`config.mk`:
```
export PLATFORM = sky130hd
export DESIGN_NAME = piso_shifter_n
export DESIGN_NICKNAME = d
export VERILOG_FILES = /design/src/rtl/piso_shifter_n.sv
export SDC_FILE = /design/constraint.sdc
export NUM_CORES = 1
export LEC_CHECK = 0
export ABC_AREA = 1
export BUFFER_PORTS_ARGS = -buffer_cell sky130_fd_sc_hd__buf_4
export CORE_ASPECT_RATIO = 0.9
export CORE_MARGIN = 5
export CORE_UTILIZATION = 45
export CTS_BUF_LIST = sky130_fd_sc_hd__clkbuf_8
export DETAILED_ROUTE_END_ITERATION = 12
export PLACE_DENSITY_LB_ADDON = 0.12
export REMOVE_ABC_BUFFERS = 1
export SKIP_CTS_REPAIR_TIMING = 1
export SYNTH_ARGS = -nofsm -noshare
export SYNTH_HDL_FRONTEND = slang
export SYNTH_SLANG_ARGS = --single-unit
```
`constraint.sdc`:
```
create_clock -name clk -period 1.65 [get_ports clk]
set_input_delay 0.0825 -clock clk [delete_from_list [all_inputs] [get_ports clk]]
set_output_delay 0.0825 -clock clk [all_outputs]
set_load 0.03 [all_outputs]
```
`src/rtl/piso_shifter_n.sv`:
```
// Parallel-in serial-out shifter: captures a WIDTH-bit word and emits it one bit per clock.
// Optional feature: define PISO_PARITY_EN to append an even-parity bit to every frame.
module piso_shifter_n #(
    parameter int WIDTH     = 8,
    parameter bit MSB_FIRST = 1'b0
) (
    input  logic             clk,
    input  logic             rst,
    input  logic             load,
    input  logic [WIDTH-1:0] parallel_in,
    output logic             ready,
    output logic             serial_out,
    output logic             serial_valid,
    output logic             done
);

    localparam int CNT_W = $clog2(WIDTH + 1);
    localparam logic [CNT_W-1:0] LAST_IDX = CNT_W'(WIDTH - 1);

`ifdef PISO_PARITY_EN
    typedef enum logic [1:0] {IDLE, SHIFT, PARITY} state_t;
`else
    typedef enum logic [1:0] {IDLE, SHIFT} state_t;
`endif

    function automatic logic first_bit(input logic [WIDTH-1:0] w);
        return MSB_FIRST ? w[WIDTH-1] : w[0];
    endfunction

    function automatic logic [WIDTH-1:0] advance(input logic [WIDTH-1:0] w);
        return MSB_FIRST ? (w << 1) : (w >> 1);
    endfunction

    state_t             state_p0, state_p1;
    logic [WIDTH-1:0]   shreg_p0, shreg_p1;
    logic [CNT_W-1:0]   cnt_p0, cnt_p1;
    logic               sout_p0, sout_p1;
    logic               vld_p0, vld_p1;
`ifdef PISO_PARITY_EN
    logic               par_p0, par_p1;
`endif

    always_comb begin
        state_p0 = state_p1;
        shreg_p0 = shreg_p1;
        cnt_p0   = cnt_p1;
        sout_p0  = 1'b0;
        vld_p0   = 1'b0;
`ifdef PISO_PARITY_EN
        par_p0   = par_p1;
        done     = (state_p1 == PARITY);
`else
        done     = (state_p1 == SHIFT) && (cnt_p1 == LAST_IDX);
`endif
        ready    = (state_p1 == IDLE) || done;

        case (state_p1)
            SHIFT: begin
                if (cnt_p1 != LAST_IDX) begin
                    shreg_p0 = advance(shreg_p1);
                    cnt_p0   = cnt_p1 + 1'b1;
                    sout_p0  = first_bit(advance(shreg_p1));
                    vld_p0   = 1'b1;
                end else begin
`ifdef PISO_PARITY_EN
                    state_p0 = PARITY;
                    sout_p0  = par_p1;
                    vld_p0   = 1'b1;
`else
                    state_p0 = IDLE;
`endif
                end
            end
`ifdef PISO_PARITY_EN
            PARITY: state_p0 = IDLE;
`endif
            default: state_p0 = IDLE;
        endcase

        // A capture in the done cycle overrides the return to IDLE, giving gap-free frames.
        if (load && ready) begin
            state_p0 = SHIFT;
            shreg_p0 = parallel_in;
            cnt_p0   = '0;
            sout_p0  = first_bit(parallel_in);
            vld_p0   = 1'b1;
`ifdef PISO_PARITY_EN
            par_p0   = ^parallel_in;
`endif
        end
    end

    // Stage boundary: all state and the serial output bit are registered here.
    always_ff @(posedge clk) begin
        if (rst) begin
            state_p1 <= IDLE;
            shreg_p1 <= '0;
            cnt_p1   <= '0;
            sout_p1  <= 1'b0;
            vld_p1   <= 1'b0;
`ifdef PISO_PARITY_EN
            par_p1   <= 1'b0;
`endif
        end else begin
            state_p1 <= state_p0;
            shreg_p1 <= shreg_p0;
            cnt_p1   <= cnt_p0;
            sout_p1  <= sout_p0;
            vld_p1   <= vld_p0;
`ifdef PISO_PARITY_EN
            par_p1   <= par_p0;
`endif
        end
    end

    assign serial_out   = sout_p1;
    assign serial_valid = vld_p1;

endmodule

```
==> flow_summary.json <==
{
  "status": "finished clean",
  "root_buffer": "clkbuf_8",
  "detail-route-antenna-nets": 0,
  "cts.path.max_buffers": 2,
  "setup_violations": 0,
  "wl_um": 1360,
  "skew_ps": 0.626,
  "route.top_layer_used": "met4",
  "whs_path_depth": 2,
  "core_mm2": 0.00143,
  "seqPwrFrac": 0.496,
  "finalHoldViolCount": 0,
  "p_comb_frac": 0.136,
  "netlist_area_um2": 671,
  "path_clk_slew_ps": 50,
  "max_clock_freq_ghz": 0.678,
  "chipHeight_um": 46.6,
  "cp-end-kind": "output port",
  "grt_pass1_wl_um": 2470,
  "rsz0062_at_grt": "no",
  "clkSinkCount": 14,
  "grt_pass1_vias": 556,
  "die_w_um": 50.7,
  "start_kind": "flop",
  "syn_to_final_growth_pct": 20.0,
  "cts_tree": "built",
  "track_usage": 0.141,
  "finalCritPeriodShare": 0.894,
  "worst_ep_required_time_ps": 1570,
  "rows": 13,
  "syn_area_per_cell_um2": 7.80,
  "gp_congestion": 0.756,
  "drt-met1-wl_um": 653,
  "drc": 0,
  "io_buffers": 14,
  "path_max_fanout": 24,
  "whs_endpoint": "serial_valid",
  "viasPerCell": 5.25,
  "reg2reg_depth": 5,
  "ys_warn_count": 0,
  "clock_latency_ps": 240,
  "place_area_um2": 754,
  "hold_path.class": "input port to flop",
  "clock_power_share": 0.367,
  "power.internal_uw": 560,
  "antenna_found_initial": 0,
  "syn_inst": 86,
  "wl_met3_um": 65,
  "drtPass1Iterations": 4,
  "rrSetupSlack_ps": 280,
  "diodes": 0,
  "synth_seq_cells": 14,
  "numCtsBuffers": 3,
  "timing.rr.start": "cnt_p1[0]",
  "yosysUniqueCellTypes": 16,
  "grt_overflow": 0,
  "slew_viol_final": 0,
  "initialDrtViolationCount": 9,
  "swShare": 0.240,
  "dieArea_mm2": 0.00236,
  "wl_met2_um": 627,
  "worst_pin_slew_ps": 248,
  "io-pin-count": 15,
  "cts_max_level": 1,
  "nets": 114,
  "powerDensity_mw_per_mm2": 916,
  "worstSetupPathType": "flop to output port",
  "crit_arrival_ps": 1390,
  "maxCapViolCount": 0,
  "grt_start_max_net_pins": 25,
  "final_cells": 115,
  "num_vias": 604,
  "post_drt_wl_per_cell_um": 11.8,
  "relSlewSlack": 0.833,
  "switchingPower_uw": 177,
  "start_util": 0.469,
  "fin_setup_tns_ps": 0,
  "hpwl_um": 975,
  "yosysSeqAreaShare": 0.418,
  "p_total_uw": 737,
  "vdd_drop_max_v": 0.000471,
  "drive_above_1_share": 0.210,
  "r2r-end": "cnt_p1[0]",
  "holdWs_ps": 33.5,
  "worstHoldStart": "rst",
  "p_leak_uw": 0.000374,
  "fin_area_um2": 805,
  "dp_cells": 112,
  "final.min_clock_period_ps": 1470
}
[layer usage]
layer | vias up | track usage
li1 | 317 | -
met1 | 273 | 0.172
met4 | 0 | 0.0714
met2 | 12 | 0.210
met5 | - | 0
met3 | 2 | 0.0615
[stage by stage]
stage | setup slack [ps] | utilization
floorplan | 289 | -
global placement | 275 | 0.527
detailed placement | 249 | 0.527
CTS | 99.6 | 0.556
global route | 50.4 | 0.562
finish | 175 | 0.562
[synth_stat cells (all sizes together)]
master / instances / area, µm²
nand3: 31 / 168
dfxtp: 14 / 280
nand2: 12 / 52.6
inv: 9 / 33.8
a21oi: 8 / 40.0
buf: 3 / 33.8
nor2: 2 / 7.51
clkbuf: 1 / 13.8
clkinv: 1 / 3.75
ha: 1 / 12.5
nand4: 1 / 6.26
nor3b: 1 / 7.51
o21ai: 1 / 5.00
or2: 1 / 6.26
[worst max-delay path, stage by stage (launching register included)]
cell and delay [ps]:
dfxtp_1 360, ha_1 240, nand3_4 170, nand2_8 180
buf_4 180
[registers in the layout, indices dropped and copies added, names as in the netlist]
| signal | count |
|---|---|
| cnt_p1 | 4 |
| serial_out | 1 |
| serial_valid | 1 |
| shreg_p1 | 7 |
| state_p1 | 1 |
[kinds of logic (layout without fill, tap and decap cells)]
logic type      count (synthesis)  in the layout  synth area share
simple gates                   48             48             0.369
compound gates                  9              9            0.0672
fa+ha+maj                       1              1            0.0187
buf+inv                        14             28             0.127
flops                          14             14             0.418
[placed cells by master (no fill, tap or decap)]
cell       n
nand3_4    1
dfxtp_1   14
nand2_1   11
nand2_8    1
inv_1      9
nand3_1   30
nor3b_1    1
a21oi_1    8
clkbuf_8   3
o21ai_0    1
nor2_1     2
clkinv_1   1
buf_4     15
nand4_1    1
or2_2      1
ha_1       1
[power by group through the flow]
stage                     clock network (µW)  logic (µW)  registers, µW
final                                    271         100            366
after floorplan                            0        47.8            379
after CTS                                285         100            365
after global placement                     0        98.1            372
after global routing                     301         113            368
after detailed placement                   0        99.8            372
[worst max-delay path by stage]
stage | cells after the start | end | slack [ps] | start
final | 4 | ready | 180 | cnt_p1[0]
after CTS | 4 | ready | 100 | cnt_p1[0]
after floorplan | 5 | cnt_p1[0] | 290 | cnt_p1[0]
after global placement | 5 | cnt_p1[0] | 280 | cnt_p1[0]
after detailed placement | 5 | cnt_p1[0] | 250 | cnt_p1[0]
after global routing | 4 | ready | 50 | cnt_p1[0]
[layout make-up]
type,instances,area [µm²]
fillers,136,627
well taps,15,18.8
inverters,10,37.5
clock buffers,3,41.3
repair buffers,15,113
multi-input cells,58,314
flip-flops and latches,14,280
Note: power is estimated with default switching activity, not from simulation.
